<file path="config.mk">
export PLATFORM = sky130hd
export DESIGN_NAME = pn_tx
export DESIGN_NICKNAME = d
export VERILOG_FILES = /design/src/rtl/pn_tx.sv
export SDC_FILE = /design/constraint.sdc
export NUM_CORES = 1
export LEC_CHECK = 0
export BUFFER_PORTS_ARGS = -buffer_cell sky130_fd_sc_hd__buf_2
export CAP_MARGIN = 40
export CORE_MARGIN = 2
export CORE_UTILIZATION = 45
export CTS_CLUSTER_SIZE = 10
export DETAILED_ROUTE_END_ITERATION = 10
export GPL_TIMING_DRIVEN = 1
export PLACE_DENSITY = 0.69
export SLEW_MARGIN = 20
export SYNTH_ARGS = -nofsm -noshare
export SYNTH_HDL_FRONTEND = slang
export SYNTH_SLANG_ARGS = --single-unit
</file>
<file path="constraint.sdc">
create_clock -name clk -period 5.05 [get_ports clk]
set_input_delay 1.01 -clock clk [delete_from_list [all_inputs] [get_ports clk]]
set_output_delay 1.01 -clock clk [all_outputs]
set_load 0.05 [all_outputs]
</file>
<file path="src/rtl/pn_tx.sv">
// Token transmitter for an expression evaluator: serialises latched operators and
// operands in one of four orderings, then collects the evaluator's result beats.
`timescale 1ns/1ps

module pn_tx #(
    parameter int unsigned TIMEOUT = 255
) (
    input  logic               clk,
    input  logic               rst_n,
    input  logic               start,
    input  logic [1:0]         mode,
    input  logic [1:0]         cnt,
    input  logic [7:0]         op_bus,
    input  logic [23:0]        opd_bus,
    output logic               tx_valid,
    output logic [1:0]         tx_mode,
    output logic               tx_operator,
    output logic [2:0]         tx_in,
    input  logic               rx_valid,
    input  logic signed [31:0] rx_data,
    output logic               busy,
    output logic               done,
    output logic               timeout,
    output logic [2:0]         res_cnt,
    output logic signed [31:0] res_last
);

    localparam int unsigned WW = (TIMEOUT < 2) ? 1 : $clog2(TIMEOUT + 1);

    typedef enum logic [1:0] {
        S_IDLE,
        S_SEND,
        S_WAIT
    } state_t;

    state_t             state_q, state_d;
    logic [1:0]         mode_q, mode_d;
    logic [1:0]         cnt_q, cnt_d;
    logic [7:0]         ops_q, ops_d;
    logic [23:0]        opd_q, opd_d;
    logic [3:0]         idx_q, idx_d;
    logic [1:0]         grp_q, grp_d;
    logic [1:0]         pos_q, pos_d;
    logic [WW-1:0]      wcnt_q, wcnt_d;
    logic [2:0]         res_cnt_q, res_cnt_d;
    logic signed [31:0] res_last_q, res_last_d;
    logic               done_q, done_d;
    logic               timeout_q, timeout_d;

    logic [1:0] op_arr  [4];
    logic [2:0] opd_arr [8];
    logic [1:0] op_sel;
    logic [2:0] opd_sel;
    logic       tok_is_op;
    logic [2:0] tok_val;
    logic [2:0] n_ops;
    logic [3:0] last_idx;
    logic [2:0] exp_res;
    logic [2:0] res_cnt_inc;

    always_comb begin
        for (int unsigned k = 0; k < 4; k++) op_arr[k] = ops_q[2*k +: 2];
        for (int unsigned k = 0; k < 8; k++) opd_arr[k] = opd_q[3*k +: 3];
    end

    assign n_ops       = {1'b0, cnt_q} + 3'd1;
    assign exp_res     = mode_q[1] ? 3'd1 : n_ops;
    assign last_idx    = mode_q[1] ? ({1'b0, cnt_q, 1'b0} + 4'd2)
                                   : ({2'b00, cnt_q} * 4'd3 + 4'd2);
    assign res_cnt_inc = res_cnt_q + 3'd1;

    // Grouped modes walk (group, position) counters; chained modes decode from the flat index.
    always_comb begin
        tok_is_op = 1'b0;
        op_sel    = '0;
        opd_sel   = '0;
        case (mode_q)
            2'd0: begin
                case (pos_q)
                    2'd0:    begin tok_is_op = 1'b1; op_sel = grp_q; end
                    2'd1:    opd_sel = {grp_q, 1'b0};
                    default: opd_sel = {grp_q, 1'b1};
                endcase
            end
            2'd1: begin
                case (pos_q)
                    2'd0:    opd_sel = {grp_q, 1'b0};
                    2'd1:    opd_sel = {grp_q, 1'b1};
                    default: begin tok_is_op = 1'b1; op_sel = grp_q; end
                endcase
            end
            2'd2: begin
                if (idx_q < {1'b0, n_ops}) begin
                    tok_is_op = 1'b1;
                    op_sel    = cnt_q - idx_q[1:0];
                end else begin
                    opd_sel = idx_q[2:0] - n_ops;
                end
            end
            default: begin
                if (idx_q < 4'd2) begin
                    opd_sel = idx_q[2:0];
                end else if (!idx_q[0]) begin
                    tok_is_op = 1'b1;
                    op_sel    = idx_q[2:1] - 2'd1;
                end else begin
                    opd_sel = idx_q[3:1] + 3'd1;
                end
            end
        endcase
        tok_val = tok_is_op ? {1'b0, op_arr[op_sel]} : opd_arr[opd_sel];
    end

    always_comb begin
        state_d    = state_q;
        mode_d     = mode_q;
        cnt_d      = cnt_q;
        ops_d      = ops_q;
        opd_d      = opd_q;
        idx_d      = idx_q;
        grp_d      = grp_q;
        pos_d      = pos_q;
        wcnt_d     = wcnt_q;
        res_cnt_d  = res_cnt_q;
        res_last_d = res_last_q;
        timeout_d  = timeout_q;
        done_d     = 1'b0;

        case (state_q)
            S_IDLE: begin
                if (start) begin
                    state_d    = S_SEND;
                    mode_d     = mode;
                    cnt_d      = cnt;
                    ops_d      = op_bus;
                    opd_d      = opd_bus;
                    idx_d      = '0;
                    grp_d      = '0;
                    pos_d      = '0;
                    res_cnt_d  = '0;
                    res_last_d = '0;
                    timeout_d  = 1'b0;
                end
            end
            S_SEND: begin
                if (idx_q == last_idx) begin
                    state_d = S_WAIT;
                    wcnt_d  = '0;
                end else begin
                    idx_d = idx_q + 4'd1;
                    if (pos_q == 2'd2) begin
                        pos_d = '0;
                        grp_d = grp_q + 2'd1;
                    end else begin
                        pos_d = pos_q + 2'd1;
                    end
                end
            end
            S_WAIT: begin
                wcnt_d = wcnt_q + 1'b1;
                if (rx_valid) begin
                    res_cnt_d  = res_cnt_inc;
                    res_last_d = rx_data;
                end
                // Completion takes priority over an expiring wait budget.
                if (rx_valid && (res_cnt_inc == exp_res)) begin
                    state_d = S_IDLE;
                    done_d  = 1'b1;
                end else if (wcnt_q == WW'(TIMEOUT - 1)) begin
                    state_d   = S_IDLE;
                    done_d    = 1'b1;
                    timeout_d = 1'b1;
                end
            end
            default: state_d = S_IDLE;
        endcase
    end

    always_ff @(posedge clk or negedge rst_n) begin
        if (!rst_n) begin
            state_q    <= S_IDLE;
            mode_q     <= '0;
            cnt_q      <= '0;
            ops_q      <= '0;
            opd_q      <= '0;
            idx_q      <= '0;
            grp_q      <= '0;
            pos_q      <= '0;
            wcnt_q     <= '0;
            res_cnt_q  <= '0;
            res_last_q <= '0;
            done_q     <= 1'b0;
            timeout_q  <= 1'b0;
        end else begin
            state_q    <= state_d;
            mode_q     <= mode_d;
            cnt_q      <= cnt_d;
            ops_q      <= ops_d;
            opd_q      <= opd_d;
            idx_q      <= idx_d;
            grp_q      <= grp_d;
            pos_q      <= pos_d;
            wcnt_q     <= wcnt_d;
            res_cnt_q  <= res_cnt_d;
            res_last_q <= res_last_d;
            done_q     <= done_d;
            timeout_q  <= timeout_d;
        end
    end

    assign tx_valid    = (state_q == S_SEND);
    assign tx_operator = tx_valid & tok_is_op;
    assign tx_in       = tx_valid ? tok_val : '0;
    assign tx_mode     = tx_valid ? mode_q : '0;
    assign busy        = (state_q != S_IDLE);
    assign done        = done_q;
    assign timeout     = timeout_q;
    assign res_cnt     = res_cnt_q;
    assign res_last    = res_last_q;

endmodule

</file>
# Word-level counts from Yosys, hierarchy flattened
# Index checks and enable logic that the tools add are counted.
[totals] out_inout_bits=45 word_cells=125 inputBits=72 reg_bits=91
[classes] n_eq_ne=17 magnitude_cmp=4 n_bitwise=3 n_mux=59 multipliers=1 add_sub_neg=12 n_reduce_logical=16
[ops] cell="$mux W32" count=2
[ops] cell="$pmux W32 S2" count=1
[ops] cell="$mux W2" count=17
[ops] cell="$mux W3" count=10
[ops] cell="$pmux W3 S2" count=3
[ops] cell="$pmux W8 S2" count=1
[ops] cell="$mux W4" count=3
[ops] cell="$pmux W2 S3" count=2
[ops] cell="$mux W1" count=11
[ops] cell="$ne A2 B2 Y1 const B" count=5
[ops] cell="$bmux W3 S3" count=1
[ops] cell="$pmux W3 S3" count=1
[ops] cell="$reduce_and A3 Y1" count=3
[ops] cell="$add A8 B1 Y8 const B" count=1
[ops] cell="$eq A8 B8 Y1 const B" count=1
[ops] cell="$mux W8" count=1
[ops] cell="$pmux W2 S2" count=2
[ops] cell="$pmux W4 S2" count=1
[ops] cell="$reduce_and A4 Y1" count=2
[ops] cell="$reduce_bool A2 Y1" count=4
[ops] cell="$add A3 B1 Y3 const B" count=2
[ops] cell="$eq A2 B1 Y1 const B" count=3
[ops] cell="$eq A2 B2 Y1 const B" count=3
[ops] cell="$logic_not A2 Y1" count=3
[ops] cell="26 further kinds" count=29

# Logic depth before layout (Yosys ltp)
# Gate-level depths: netlist of the first run.
[depth] depth_word=10 mapped_depth=11

# Worst setup path before layout of the first run
# OpenSTA, ideal clock, no wires.
[synth_path] path_type="flip-flop to output port" startpoint="register cnt_q[0]" endpoint="output port tx_in[1]" slack_ns=0.405 arrival_ns=3.635 required_ns=4.040 stages_incl_launch_ff=11 cell_sequence="dfrtp_1 -> clkbuf_1 -> inv_1 -> ha_1 -> fa_1 -> nand2b_1 -> a211oi_2 -> o211ai_1 -> o211ai_1 -> a21oi_1 -> nor3_1"
[synth_between] elab_chain_cells=10 elab_cells_between_ends=20 cone_classes="add/sub: 3; order compare: 1; mux: 14; bitwise: 2"
[synth_rtl] item="start, declared" line_no="38" text="logic [1:0] cnt_q, cnt_d;"
[synth_rtl] item="start signal, assigned" line_no="197" text="cnt_q <= cnt_d;"
[synth_rtl] item="$add A2 B1 Y3" line_no="66" text="assign n_ops = {1'b0, cnt_q} + 3'd1;"
[synth_rtl] item="$lt A4 B3 Y1 / $sub A3 B3 Y3 (equally long branches)" line_no="93, 97"
[synth_rtl] item="$mux W3 / $mux W2 (equally long branches)" line_no="93" text="if (idx_q < {1'b0, n_ops}) begin"
[synth_rtl] item="$pmux W3 S3 / $pmux W2 S3 (equally long branches)" line_no="77" text="case (mode_q)"
[synth_rtl] item="$not A3 Y4 (not written as such) / $not A2 Y3 (equally long branches)" line_no="111" text="tok_val = tok_is_op ? {1'b0, op_arr[op_sel]} : opd_arr[opd_sel];"
[synth_rtl] item="$bmux W3 S3 / $bmux W2 S2 (equally long branches)" line_no="111"
[synth_rtl] item="$mux W3 (not written as such) / $mux W2 (equally long branches) (2 in a row)" line_no="111"
[synth_rtl] item="$mux W3 *" line_no="111"
[synth_rtl] item="$mux W3 *" line_no="213" text="assign tx_in = tx_valid ? tok_val : '0;"
[synth_rtl] item="end, declared" line_no="18" text="output logic [2:0] tx_in,"
# Every way passes the cells marked *; elsewhere a longest branch is shown, timed or not. The select of a mux whose other input is x is not followed.

# Worst setup path after layout of the first run
[layout_path] startpoint="register cnt_q[0]" endpoint="output port tx_in[0]"
# The elaborated chain is that of the path after synthesis.

==> flow_metrics.tcl, run 1 <==
set metrics [dict create \
    yosys.area.top_type_share 0.487 \
    grt_max_degree 57 \
    ir_drop_uv 343 \
    cts_resized 0 \
    worstSetupPathType "reg -> out" \
    setup_tns_ps 0 \
    fin_crit_ps 4680 \
    crit_arrival_ps 3670 \
    synth-edff-count 0 \
    dr.pass1.iters 4 \
    ant_nets 0 \
    clock_latency_ps 380 \
    status "finished clean" \
    wl_per_cell_um 14.2 \
    cts_buffer_depth 2 \
    reg2reg_slack_ps 2260 \
    crit_required_ps 4040 \
    drive_gt1_frac 0.241 \
    grtUsageTotal 0.209 \
    syn2layout_area_growth_pct 20.1 \
    finalNetCount 716 \
    ys_seq_elements 91 \
    setup-violations-final 0 \
    slew_headroom 0.522 \
    seqPwrFrac 0.330 \
    via_per_inst 5.09 \
    routabilityCongestion 0.914 \
    wirelength_mm 11.0 \
    die-width_um 106 \
    yosys_warnings 0 \
    tightest_slew_ps 717 \
    cp-start-kind "register" \
    root_buffer "clkbuf_8" \
    grt_pass1_wl_mm 18.8 \
    port_buffers 116 \
    p_int_mw 1.85 \
    rsz0062_at_grt "false" \
    slew_viol_final 0 \
    syn_inst 525 \
    hold_viol_final 0 \
    dieArea_sq_mm 0.0112 \
    cts_tree "done" \
    fin_skew_ps 11.2 \
    cp_max_fo 11 \
    cap_violations 0 \
    fmax_mhz 214 \
    holdCritPathClass "reg -> reg" \
    pwr-share-clk 0.149 \
    p_sw_mw 1.65 \
    post_cts_buffers 0 \
    clock-sinks 91 \
    ys.flop_type "dfrtp_1" \
    antennaDiodeCount 0 \
    synth_top_area_cell "dfrtp_1" \
    power.density_mw_per_mm2 621 \
    dp_hpwl_mm 8.17 \
    antenna_found_initial 0 \
    ys_seq_area_frac 0.487 \
    cts_made_buffers 9 \
    remaining_drc_errors 0 \
    total_power_mw 3.49 \
    clock_tree.htree_level_count 3 \
    fin_crit_sh 0.926 \
    fp.dieH_um 106 \
    p_leak_nw 2.81 \
    swShare 0.471 \
    synth.area.top_cells "dfrtp_1, nand2_1, o21ai_0" \
    synthArstFlopShare 1.00 \
    io_pins 117 \
    grt_overflow 0 \
    dr_total_vias 3926 \
    start_util 0.457 \
    synth_area_sq_mm 0.00468 \
    grt_pass1_vias 3898 \
    num_rows 37 \
    ys_types 57 \
    fin_cells 771 \
    worstSetupEndpointType "output pin" \
    core_area_sq_mm 0.0102 \
    drt_iter0_markers 213 \
    path_clk_slew_ps 110 \
    syn_avg_cell_area_sq_um 8.91 \
    post-route-util 0.549 \
    dp_cells 755 \
    synth_fp_nets 611 \
    cts_hold_buf 0 \
    comb_power_share 0.521 \
]
==> cells by family after synthesis <==
group | count (synthesis) | share of synthesized area
compound gates | 110 | 0.155
xor+xnor | 14 | 0.0291
fa+ha+maj | 14 | 0.0390
buf+inv | 52 | 0.0484
flops | 91 | 0.487
mux | 9 | 0.0257
simple gates | 235 | 0.216
==> power by group through the flow <==
stage | sequential, mW | combinational [mW] | clock [mW]
after global routing | 1.19 | 2.02 | 0.568
final | 1.15 | 1.82 | 0.519
after detailed placement | 1.16 | 1.82 | 0
after CTS | 1.15 | 1.83 | 0.537
after global placement | 1.15 | 1.74 | 0
after floorplan | 1.16 | 1.39 | 0
==> critical path, stage by stage, from the launching register on <==
cell and delay [ps]:
dfrtp_1 520, inv_1 180, ha_1 440, fa_1 460
nand2b_1 180, a211oi_2 210, buf_4 200, o21a_4 230
mux2i_1 100, mux2_4 270, a211oi_2 220, buf_2 290
==> stage by stage <==
step | setup slack, ps | cell area [sq um] | hold slack (ps)
final | 372 | 5620 | 482
after global routing | 125 | 5620 | 503
after CTS | 348 | 5620 | 487
after detailed placement | 753 | 5410 | 464
after global placement | 873 | 5340 | 457
after floorplan | 405 | 4680 | 440
==> final cells by class <==
type | instances | area (sq um)
well taps | 136 | 170
clock buffers | 9 | 124
flip-flops and latches | 91 | 2280
inverters | 22 | 82.6
multi-input cells | 382 | 2190
repair buffers | 124 | 691
clock inverters | 7 | 82.6
fillers | 982 | 4610
==> layout by cell type (no fill, tap or decap), types with 7 or more instances in the layout <==
cell type | netlist | routed
a21oi_1 | 10 | 9
buf_2 | 3 | 115
clkbuf_8 | 0 | 9
dfrtp_1 | 91 | 91
ha_1 | 13 | 13
inv_1 | 21 | 21
nand2_1 | 166 | 166
nand2b_1 | 8 | 8
nand4_1 | 8 | 8
nor2_1 | 22 | 22
o211ai_1 | 14 | 14
o21ai_0 | 46 | 46
xor2_1 | 7 | 7
==> Yosys cell counts (4+ instances only) <==
cell,count
nor2_1,22
nand2b_1,8
inv_1,21
o21ai_1,4
nand3_1,4
ha_1,13
nor3_1,5
xor2_1,7
a211oi_1,4
o211ai_1,14
xnor2_1,6
nand2_1,166
nand4_1,8
a21oi_1,10
dfrtp_1,91
mux2i_1,6
nor2b_1,5
o21ai_0,46
clkbuf_1,24
a31oi_1,4
==> registers in the layout, summed over array words and instances (netlist names) <==
| name | flops |
|---|---|
| wcnt_q | 8 |
| cnt_q | 2 |
| res_last | 32 |
| mode_q | 2 |
| timeout | 1 |
| opd_q | 24 |
| idx_q | 4 |
| state_q | 2 |
| grp_q | 2 |
| done | 1 |
| res_cnt | 3 |
| ops_q | 8 |
| pos_q | 2 |
==> final timing paths <==
| path | start | end | depth (start not counted) |
|---|---|---|---|
| setup / recovery | cnt_q[0] | tx_in[0] | 11 |
| hold / removal | res_last[28] | res_last[28] | 2 |
| setup reg to reg | cnt_q[0] | grp_q[0] | 8 |
| hold reg to reg | res_last[28] | res_last[28] | 2 |
| max in group asynchronous | rst_n | ops_q[4] | 2 |
| min in group asynchronous | rst_n | opd_q[15] | 1 |
==> layer usage <==
metal,up-vias,GRT usage,wire [um]
met5,-,0,0
met4,0,0.0630,142
met3,9,0.0515,500
met2,92,0.324,5180
met1,1842,0.292,5150
li1,1983,-,-
(Power assumes the default switching activity.)
==> inputs of run 2 (changes only) <==
CORE_UTILIZATION = 30   (was 45)
PLACE_DENSITY = unset   (was 0.69)
==> run 2 against run 1 <==
Critical endpoint unchanged. Count of clock-buffer cells in the layout unchanged. Die area grew 48%. Highest routed layer unchanged. Setup slack lost 100 ps. Non-clock buffer count shrank 1. Cell area is 3.0% higher. Sequential share of layout area shrank 1.2 points. Utilization is 17 points lower. Clock power increased by 28%.
==> flow_metrics.tcl, run 2 (same netlist as run 1, synthesis figures left out) <==
set metrics [dict create \
    antenna_found_initial 0 \
    holdCritPathClass "reg -> reg" \
    grt_pass1_vias 3887 \
    clock-sinks 91 \
    mostFrequentLayoutCells "nand2_1, buf_2, dfrtp_1, o21ai_0, nor2_1" \
    hold_viol_final 0 \
    slew_viol_final 0 \
    start_util 0.308 \
    dr_total_vias 4002 \
    ant_nets 0 \
    tightest_slew_ps 683 \
    drive_gt1_frac 0.240 \
    cp-start-kind "register" \
    wl_per_cell_um 14.0 \
    fp.dieH_um 129 \
    pwr-share-clk 0.181 \
    largest_reg_flops 32 \
    hold_depth 2 \
    drt_iter0_markers 244 \
    grtUsageTotal 0.142 \
    multiInputGateArea_sq_mm 0.00220 \
    io_pins 117 \
    grt_overflow 0 \
    dr.pass1.iters 4 \
    seqPwrFrac 0.315 \
    fin_crit_sh 0.947 \
    rsz0062_at_grt "false" \
    p_leak_nw 2.85 \
    dp_hpwl_mm 8.58 \
    path_clk_slew_ps 70 \
    power.density_mw_per_mm2 632 \
    crit_required_ps 4040 \
    rr_worst_depth 8 \
    cts_made_buffers 9 \
    cts_tree "done" \
    fin_crit_ps 4780 \
    dieArea_sq_mm 0.0166 \
    fin_skew_ps 7.12 \
    slew_headroom 0.545 \
    fillers 1586 \
    grt_pass1_wl_mm 19.0 \
    remaining_drc_errors 0 \
    grt_max_degree 56 \
    cts_buffer_depth 2 \
    worstSetupEndpointType "output pin" \
    setup_tns_ps 0 \
    post_cts_buffers 0 \
    status "finished clean" \
    worstSetupPathType "reg -> out" \
    cp_max_fo 11 \
    clock_latency_ps 340 \
    swShare 0.465 \
    via_per_inst 4.87 \
    comb_power_share 0.504 \
    layout_commonest_cell "nand2_1" \
    wirelength_mm 11.5 \
    core_area_sq_mm 0.0152 \
    root_buffer "clkbuf_16" \
    syn2layout_area_growth_pct 23.6 \
    clock_tree.htree_level_count 3 \
    p_int_mw 1.96 \
    routabilityCongestion 0.886 \
    port_buffers 116 \
    final_cell_area_sq_mm 0.00578 \
    setup-violations-final 0 \
    ir_drop_uv 285 \
    finalNetCount 715 \
    regArea_sq_mm 0.00228 \
    cap_violations 0 \
    num_rows 45 \
    fmax_mhz 209 \
    antennaDiodeCount 0 \
    die-width_um 129 \
    placed_area_sq_mm 0.00548 \
    crit_arrival_ps 3770 \
    p_sw_mw 1.70 \
]
==> run 2: cell count changes in the layout (fill, tap and decap cells not counted), sizes merged <==
cell	before	now
clkinv	2	4
buf	124	123
bufinv	1	0
clkinvlp	2	1
==> run 2: area by class of cell <==
cell class	count	share of cell area
sequential	91	0.394
multi-input combinational	382	0.381
timing repair buffer	123	0.119
tap	188	0.0407
clock buffer	9	0.0389
inverter	22	0.0143
clock inverter	7	0.0125
==> run 2: what timing repair did <==
item	in CTS	in global routing
endpoints found under the setup margin	0	1
resized for setup	0	1
hold buffers	0	0
==> run 2: final timing paths <==
check | slack [ps] | endpoint | from
worst max register to register | 2250 | wcnt_q[1] | cnt_q[0]
min in group asynchronous | 620 | opd_q[21] | rst_n
max in group asynchronous | 3360 | ops_q[3] | rst_n
worst min register to register | 470 | ops_q[3] | ops_q[3]
worst min-delay path | 470 | ops_q[3] | ops_q[3]
worst max-delay path | 270 | tx_in[0] | cnt_q[0]
==> run 2: worst max-delay path, stage by stage, from the launching register on <==
cell and delay [ps]:
dfrtp_1 500, inv_1 160, ha_1 440, fa_1 460, nand2b_1 210, a211oi_4 470
o21a_4 300, mux2i_1 90, mux2_4 270, a211oi_2 220, buf_2 290
==> run 2: metrics by stage <==
stage / hold WS, ps / instances / power (mW) / util / worst slack, ps
2_1_floorplan: 440 / 525 / 2.55 / - / 405
3_3_place_gp: 458 / 802 / 2.91 / 0.355 / 629
3_5_place_dp: 464 / 806 / 2.99 / 0.360 / 531
4_1_cts: 481 / 822 / 3.67 / 0.380 / 154
5_1_grt: 495 / 822 / 3.93 / 0.380 / 56.8
6_report: 474 / 822 / 3.66 / 0.380 / 270
==> run 2: power groups by stage <==
stage	clock, mW	sequential, mW	combinational (mW)
6_report	0.662	1.15	1.84
4_1_cts	0.684	1.15	1.84
2_1_floorplan	0	1.16	1.39
3_5_place_dp	0	1.16	1.83
3_3_place_gp	0	1.16	1.75
5_1_grt	0.709	1.19	2.03
==> run 2: metal layers <==
metal	vias to the layer above	wire, um	global-route usage
li1	1987	-	-
met1	1919	5360	0.191
met2	75	5540	0.236
met3	21	302	0.0175
met4	0	272	0.0563
met5	-	0	0
